### config.mk
export PLATFORM = sky130hd
export DESIGN_NAME = battle_sequencer
export DESIGN_NICKNAME = d
export VERILOG_FILES = /design/src/rtl/battle_pkg.sv /design/src/rtl/battle_sequencer_lfsr8.sv /design/src/rtl/battle_sequencer.sv
export SDC_FILE = /design/constraint.sdc
export NUM_CORES = 1
export LEC_CHECK = 0
export BUFFER_PORTS_ARGS = -buffer_cell sky130_fd_sc_hd__buf_4
export CORE_AREA = 4 4 84 86
export DETAILED_ROUTE_END_ITERATION = 10
export DIE_AREA = 0 0 88 90
export PLACE_DENSITY_LB_ADDON = 0.15
export SKIP_CTS_REPAIR_TIMING = 1
export SYNTH_ARGS = -nofsm -noshare
export SYNTH_HDL_FRONTEND = slang
export SYNTH_SLANG_ARGS = --single-unit
### constraint.sdc
create_clock -name clk -period 3.3 [get_ports clk]
set_input_delay 0.165 -clock clk [delete_from_list [all_inputs] [get_ports clk]]
set_output_delay 0.165 -clock clk [all_outputs]
set_load 0.05 [all_outputs]
### src/rtl/battle_pkg.sv
// Shared phase codes and internal state encoding for the battle screen.
// The phase codes are also decoded by the player- and enemy-attack stages.
package battle_pkg;

   localparam logic [3:0] PH_TITLE      = 4'b0000;
   localparam logic [3:0] PH_PLAYER     = 4'b0001;
   localparam logic [3:0] PH_ENEMY      = 4'b0010;
   localparam logic [3:0] PH_WIN        = 4'b0011;
   localparam logic [3:0] PH_LOSE       = 4'b0100;
   localparam logic [3:0] PH_TRANSITION = 4'b0101;

   typedef enum logic [2:0] {
      S_TITLE,
      S_PLAYER,
      S_GAP_PE,
      S_ENEMY,
      S_GAP_EP,
      S_WIN,
      S_LOSE
   } state_t;

   // Fibonacci step, taps 8,6,5,4; feedback enters at bit 0.
   function automatic logic [7:0] lfsr8_next(input logic [7:0] v);
      return {v[6:0], v[7] ^ v[5] ^ v[4] ^ v[3]};
   endfunction

   function automatic logic [3:0] phase_code(input state_t s);
      case (s)
         S_TITLE:            return PH_TITLE;
         S_PLAYER:           return PH_PLAYER;
         S_GAP_PE, S_GAP_EP: return PH_TRANSITION;
         S_ENEMY:            return PH_ENEMY;
         S_WIN:              return PH_WIN;
         S_LOSE:             return PH_LOSE;
         default:            return PH_TITLE;
      endcase
   endfunction

endpackage

### src/rtl/battle_sequencer_lfsr8.sv
// 8-bit pattern LFSR; advances one step per step_in pulse.
module lfsr8 import battle_pkg::*; #(
   parameter logic [7:0] SEED = 8'hA5
) (
   input  logic       clk,
   input  logic       rst,
   input  logic       step_in,
   output logic [7:0] value_out
);

   logic [7:0] lfsr_q;

   always_ff @(posedge clk) begin
      if (rst) begin
         lfsr_q <= SEED;
      end else if (step_in) begin
         lfsr_q <= lfsr8_next(lfsr_q);
      end
   end

   assign value_out = lfsr_q;

endmodule

### src/rtl/battle_sequencer.sv
// Battle-screen turn controller: sequences player/enemy phases with a fixed
// transition gap, tracks completed turns and picks the enemy attack pattern.
//
//   state    | meaning
//   ---------+-----------------------------------------------
//   S_TITLE  | title screen, waiting for start
//   S_PLAYER | player attack stage running
//   S_GAP_PE | transition gap, player -> enemy (or win)
//   S_ENEMY  | enemy attack (dodge) stage running
//   S_GAP_EP | transition gap, enemy -> player (or lose)
//   S_WIN    | win screen, start honoured after hold expires
//   S_LOSE   | lose screen, start honoured after hold expires
module battle_sequencer import battle_pkg::*; #(
   parameter int unsigned GAP_CYCLES      = 6_500_000,
   parameter int unsigned END_HOLD_CYCLES = 130_000_000,
   parameter logic [7:0]  LFSR_SEED       = 8'hA5
) (
   input  logic        clk,
   input  logic        rst,
   input  logic        start_in,
   input  logic        player_finished_in,
   input  logic        enemy_finished_in,
   input  logic [10:0] enemy_hp_in,
   input  logic [7:0]  player_hp_in,
   output logic [3:0]  state_out,
   output logic        phase_start_out,
   output logic [7:0]  turn_out,
   output logic [1:0]  attack_sel_out
);

   localparam logic [31:0] GAP_LAST  = 32'(GAP_CYCLES - 1);
   localparam logic [31:0] HOLD_LAST = 32'(END_HOLD_CYCLES - 1);

   state_t      state_q, state_d;
   logic [31:0] cnt_q;
   logic [3:0]  state_out_q;
   logic        phase_start_q;
   logic [7:0]  turn_q;
   logic [1:0]  sel_q;
   logic [7:0]  lfsr_val;
   logic [1:0]  sel_post;
   logic        enemy_entry;
   logic        cnt_run;

   always_comb begin
      state_d = state_q;
      case (state_q)
         S_TITLE:  if (start_in) state_d = S_PLAYER;
         S_PLAYER: if (player_finished_in) state_d = S_GAP_PE;
         S_GAP_PE: if (cnt_q == GAP_LAST) state_d = (enemy_hp_in == '0) ? S_WIN : S_ENEMY;
         S_ENEMY: begin
            if (player_hp_in == '0)     state_d = S_LOSE;
            else if (enemy_finished_in) state_d = S_GAP_EP;
         end
         S_GAP_EP: if (cnt_q == GAP_LAST) state_d = (player_hp_in == '0) ? S_LOSE : S_PLAYER;
         S_WIN, S_LOSE: if (start_in && cnt_q == HOLD_LAST) state_d = S_TITLE;
         default:  state_d = S_TITLE;
      endcase
   end

   assign enemy_entry = (state_d == S_ENEMY) && (state_q != S_ENEMY);

   // Hold counter freezes at its last value so start stays honoured indefinitely.
   assign cnt_run = (state_q == S_GAP_PE) || (state_q == S_GAP_EP) ||
                    (((state_q == S_WIN) || (state_q == S_LOSE)) && (cnt_q != HOLD_LAST));

   // The pattern register must see the post-step value on the same edge the LFSR steps.
   assign sel_post = 2'(lfsr8_next(lfsr_val));

   lfsr8 #(.SEED(LFSR_SEED)) u_lfsr (
      .clk       (clk),
      .rst       (rst),
      .step_in   (enemy_entry),
      .value_out (lfsr_val)
   );

   always_ff @(posedge clk) begin
      if (rst) begin
         state_q       <= S_TITLE;
         cnt_q         <= '0;
         state_out_q   <= PH_TITLE;
         phase_start_q <= 1'b0;
         turn_q        <= '0;
         sel_q         <= '0;
      end else begin
         state_q       <= state_d;
         state_out_q   <= phase_code(state_d);
         phase_start_q <= (state_d != state_q);

         if (state_d != state_q) begin
            cnt_q <= '0;
         end else if (cnt_run) begin
            cnt_q <= cnt_q + 32'd1;
         end

         if (state_q == S_TITLE && state_d == S_PLAYER) begin
            turn_q <= '0;
         end else if (state_q == S_PLAYER && state_d == S_GAP_PE && turn_q != 8'hFF) begin
            turn_q <= turn_q + 8'd1;
         end

         if (enemy_entry) begin
            sel_q <= sel_post;
         end
      end
   end

   assign state_out       = state_out_q;
   assign phase_start_out = phase_start_q;
   assign turn_out        = turn_q;
   assign attack_sel_out  = sel_q;

endmodule

==> results of run 1 <==
-- critical path: stages (launching register included) --
cell and delay [ns]:
dfxtp_1 0.37, ha_1 0.23, and3_1 0.25, and4_4 0.19
a31o_1 0.22, or2_1 0.23, or4_1 0.69, or4_1 0.52
a21oi_1 0.15
-- state kept, by name (all words and copies together) (netlist names) --
register and cells:
state_out 3, attack_sel_out 1, turn_out 8, state_q 3, u_lfsr.value_out 8, phase_start_out 1, cnt_q 32
-- metal layers --
layer | vias to the layer above | share of wire
met4 | 0 | 0.011
li1 | 1325 | -
met2 | 80 | 0.45
met3 | 8 | 0.082
met1 | 1153 | 0.46
met5 | - | 0
-- worst paths after layout --
kind	cells past startpoint	slack (ns)	start	endpoint
hold / removal	2	0.13	rst	state_q[0]
setup reg to reg	8	0.40	cnt_q[0]	cnt_q[21]
hold reg to reg	2	0.46	attack_sel_out[0]	attack_sel_out[0]
setup / recovery	8	0.40	cnt_q[0]	cnt_q[21]
-- stage by stage --
| stage | std cells | utilization | setup WS [ns] | hold slack, ns |
|---|---|---|---|---|
| 5_1_grt | 468 | 0.541 | 0.171 | 0.117 |
| 2_1_floorplan | 357 | - | 0.539 | 0.249 |
| 6_report | 468 | 0.541 | 0.401 | 0.129 |
| 4_1_cts | 468 | 0.541 | 0.381 | 0.114 |
| 3_3_place_gp | 460 | 0.525 | 0.465 | 0.442 |
| 3_5_place_dp | 460 | 0.525 | 0.388 | 0.449 |
-- synth_stat cells, types with 4 or more instances --
master / count / area, um2
a21oi_1: 10 / 50.1
and2_1: 5 / 31.3
and3_1: 7 / 43.8
buf_2: 6 / 30.0
clkbuf_1: 7 / 26.3
dfxtp_1: 56 / 1120
inv_1: 4 / 15.0
mux2i_1: 10 / 100
nand2_1: 38 / 143
nand3_1: 13 / 65.1
nand4_1: 13 / 81.3
nor2_1: 56 / 210
nor2b_1: 4 / 25.0
nor3_1: 16 / 80.1
nor4_1: 13 / 81.3
o21ai_0: 4 / 20.0
or3_1: 4 / 25.0
xnor2_1: 26 / 228
xor2_1: 10 / 87.6
-- cell type report --
cell class / count / area [um2]
fillers: 635 / 2880
inverters: 4 / 15.0
clock inverters: 3 / 26.3
clock buffers: 5 / 68.8
flip-flops and latches: 56 / 1120
well taps: 77 / 96.3
repair buffers: 43 / 335
multi-input cells: 280 / 1730
-- power groups by stage --
stage / Sequential (mW) / Combinational (mW) / Clock (mW)
final: 0.687 / 0.101 / 0.395
after floorplan: 0.711 / 0.0512 / 0
after global routing: 0.689 / 0.110 / 0.442
after detailed placement: 0.703 / 0.102 / 0
after global placement: 0.703 / 0.102 / 0
after CTS: 0.687 / 0.102 / 0.412
-- layout by cell type, fill, tap and decap left out, types with 3 or more instances in the layout --
cell	Yosys	layout
a21oi_1	10	10
and2_1	5	5
and3_1	7	7
and4_1	3	3
buf_4	2	42
clkbuf_8	0	5
dfxtp_1	56	56
inv_1	4	4
mux2i_1	10	10
nand2_1	38	38
nand3_1	13	13
nand4_1	13	13
nor2_1	56	56
nor2b_1	4	4
nor3_1	16	16
nor4_1	13	13
nor4b_1	3	3
o21ai_0	4	4
or2_2	3	3
or3_1	4	4
or4_1	3	3
xnor2_1	26	26
xor2_1	10	10
-- logic make-up after synthesis --
family | after synthesis | share of synthesized area
muxes | 10 | 0.0339
adders and majority gates | 2 | 0.00847
other | 1 | 0.00127
xor gates and xnor gates | 36 | 0.107
buffers and inverters | 21 | 0.0343
and+or+nand+nor | 198 | 0.353
AOI/OAI and AO/OA | 33 | 0.0826
DFF | 56 | 0.380
==> impl_metrics.json, run 1 <==
{
  "status": "finished clean",
  "relSlewSlack": 0.568,
  "drc": 0,
  "nets": 416,
  "intPower_mw": 0.880,
  "overflow": 0,
  "htreeDepth": 2,
  "grt_use_total": 0.172,
  "fin_skew_ns": 0.0100,
  "peakVddDrop_uv": 171,
  "syn_to_final_growth_pct": 14.9,
  "io_pins": 39,
  "grtUsageMet2": 0.279,
  "setup_viol": 0,
  "timing.final.max_slew_violations": 0,
  "p_comb_frac": 0.085,
  "start_kind": "flop",
  "seqPwrFrac": 0.581,
  "ys_ff_latch": 56,
  "die_w_um": 88,
  "power_switching_mw": 0.303,
  "finalWeightedCongestion": 0.900,
  "crit_type": "reg -> reg",
  "wl_per_cell_um": 13.9,
  "synth-main-ff-cell": "dfxtp_1",
  "synth_fp_nets": 383,
  "busiest_layer": "met2",
  "diodes": 0,
  "path_max_fanout": 9,
  "clkLatencyLatePin_ns": 0.31,
  "grt_max_degree": 33,
  "yosysSeqAreaShare": 0.380,
  "syn-cell-area_um2": 2950,
  "hold_path_class": "in -> reg",
  "cts_tree": "yes",
  "dp_hpwl_mm": 4.80,
  "drt_first_iter_violations": 82,
  "port_buffers": 37,
  "clk_pin_slew_ns": 0.11,
  "avgSynthCellArea_um2": 8.27,
  "p_leak_nw": 1.13,
  "vias": 2566,
  "row_count": 29,
  "antenna_found_initial": 0,
  "met1_usage": 0.223,
  "clock_sinks": 56,
  "cts_made_buffers": 5,
  "yosysWarnings": 0,
  "power_mw": 1.18,
  "fp.dieH_um": 90,
  "clockPowerShare": 0.334,
  "final.setup.tns_ns": 0,
  "power_density_nw_per_um2": 349,
  "syn_inst": 357,
  "ctsLongestPathBuffers": 2,
  "viasPerCell": 5.48,
  "start_util": 0.470,
  "crit_required_ns": 3.55,
  "tightestPinTransition_ns": 0.645,
  "worstPathArrival_ns": 3.15,
  "hold_violations": 0,
  "drive_above_1_share": 0.161,
  "min_period_over_period": 0.879,
  "synth_cell_type_count": 58,
  "coreArea_um2": 6280,
  "async_reset_ff_frac": 0,
  "grt_pass1_wl_mm": 11.2,
  "crit_path_end_kind": "flop",
  "rsz0062_at_grt": "false",
  "place_area_um2": 3300,
  "antenna_left": 0,
  "use_met3": 0.0402,
  "drv_cap": 0,
  "dr.pass1.iters": 4,
  "synth-edff-count": 0,
  "fin_crit_ns": 2.90,
  "drt-total-wl_mm": 6.49,
  "clockRootBuffer": "clkbuf_8",
  "grt_pass1_vias": 2439,
  "fin_area_um2": 3390,
  "dieArea_um2": 7920,
  "fmax_ghz": 0.345,
  "sw_frac_of_total": 0.256
}
Power figures use the tool's default switching activity.
==> inputs of run 2 (changes only) <==
CORE_AREA = 4 4 82 84   (was 4 4 84 86)
DIE_AREA = 0 0 86 88   (was 0 0 88 90)
==> impl_metrics.json, run 2 (synthesis gave the netlist of run 1 again) <==
{
  "crit_start": "cnt_q[0]",
  "peakVddDrop_uv": 225,
  "crit_type": "reg -> reg",
  "viasPerCell": 5.51,
  "clockRootBuffer": "clkbuf_8",
  "start_util": 0.499,
  "most-common-layout-cells": "56 x nor2_1, 56 x dfxtp_1, 41 x buf_4",
  "vias": 2562,
  "nets": 415,
  "grt_max_degree": 33,
  "min_delay_path_depth": 2,
  "r2r_cells": 8,
  "drt-total-wl_mm": 6.54,
  "dieArea_um2": 7570,
  "dr.pass1.iters": 4,
  "holdCritStartpoint": "rst",
  "crit_path_end_kind": "flop",
  "finalWeightedCongestion": 0.951,
  "io_pins": 39,
  "drive_above_1_share": 0.159,
  "drc": 0,
  "crit_required_ns": 3.54,
  "ctsLongestPathBuffers": 2,
  "coreArea_um2": 5920,
  "setup_viol": 0,
  "worstReg2RegStart": "cnt_q[0]",
  "hold_violations": 0,
  "clock_sinks": 56,
  "fin_skew_ns": 0.00571,
  "overflow": 0,
  "htreeDepth": 2,
  "regMostFlops": "cnt_q",
  "fin_area_um2": 3380,
  "grt_pass1_vias": 2391,
  "rsz0062_at_grt": "false",
  "drv_cap": 0,
  "reg2reg_to": "cnt_q[21]",
  "grt_use_total": 0.183,
  "die_w_um": 86,
  "cts_made_buffers": 5,
  "worstPathArrival_ns": 3.28,
  "clk_pin_slew_ns": 0.10,
  "status": "finished clean",
  "hold_path_class": "in -> reg",
  "fmax_ghz": 0.329,
  "port_buffers": 37,
  "syn_to_final_growth_pct": 14.5,
  "timing.final.max_slew_violations": 0,
  "fin_ws_ns": 0.259,
  "n_fill_cell": 589,
  "wl_per_cell_um": 14.1,
  "cts_tree": "yes",
  "cp-endpoint": "cnt_q[21]",
  "fp.dieH_um": 88,
  "tightestPinTransition_ns": 0.661,
  "grt_pass1_wl_mm": 11.1,
  "dp_hpwl_mm": 4.80,
  "power_density_nw_per_um2": 347,
  "clkLatencyLatePin_ns": 0.31,
  "final.setup.tns_ns": 0,
  "antenna_left": 0,
  "diodes": 0,
  "row_count": 28,
  "fin_crit_ns": 3.04,
  "p_leak_nw": 1.13,
  "drt_first_iter_violations": 102,
  "largest_register_ffs": 32,
  "relSlewSlack": 0.557,
  "path_max_fanout": 10,
  "place_area_um2": 3290,
  "start_kind": "flop",
  "pre_cts_ws_ns": 0.325,
  "antenna_found_initial": 0,
  "r2r_slack_ns": 0.26,
  "min_period_over_period": 0.922
}
## run 2: cell count changes in the layout (fill, tap and decap cells not counted), sizes merged
cell	change
buf	-1
inv	-2
clkbuf	+1
clkinv	+1
## run 2: stage by stage
stage	hold WS, ns	instances	power (mW)	util
final	0.131	465	1.17	0.571
after global routing	0.142	465	1.23	0.571
after CTS	0.123	465	1.19	0.571
after detailed placement	0.449	457	0.804	0.555
after global placement	0.444	457	0.804	0.555
after floorplan	0.249	357	0.763	-
## run 2: how the worst min path moves through the flow
stage,to,slack (ns)
floorplan,state_q[2],0.25
global placement,attack_sel_out[0],0.44
detailed placement,attack_sel_out[0],0.45
CTS,state_q[0],0.12
global route,state_q[0],0.14
finish,state_q[0],0.13
## run 2: metal layers
metal / up-vias / routed length (um) / GRT usage
met4: 0 / 95 / 0.0662
met5: - / 0 / 0
met3: 8 / 459 / 0.0357
met1: 1153 / 3080 / 0.236
li1: 1322 / - / -
met2: 79 / 2910 / 0.303
## run 2: report_power, final
part | internal [mW] | switching [mW] | leakage (nW) | total [mW]
clock | 0.168 | 0.218 | 0.0510 | 0.386
combinational | 0.0418 | 0.0589 | 0.628 | 0.101
sequential | 0.681 | 0.00590 | 0.452 | 0.687
## run 2: layout make-up
type | instances | area (um2) | area share
multi-input cells | 280 | 1730 | 0.512
flip-flops and latches | 56 | 1120 | 0.332
repair buffers | 42 | 328 | 0.0970
well taps | 75 | 93.8 | 0.0278
clock buffers | 6 | 82.6 | 0.0244
inverters | 4 | 15.0 | 0.00444
clock inverters | 2 | 10.0 | 0.00296
## run 2: worst max-delay path: stages, from the launching register on
cell,delay (ns)
dfxtp_1,0.37
ha_1,0.22
and3_1,0.23
and4_4,0.17
a31o_1,0.22
or2_1,0.35
or4_1,0.72
or4_1,0.51
a21oi_1,0.17
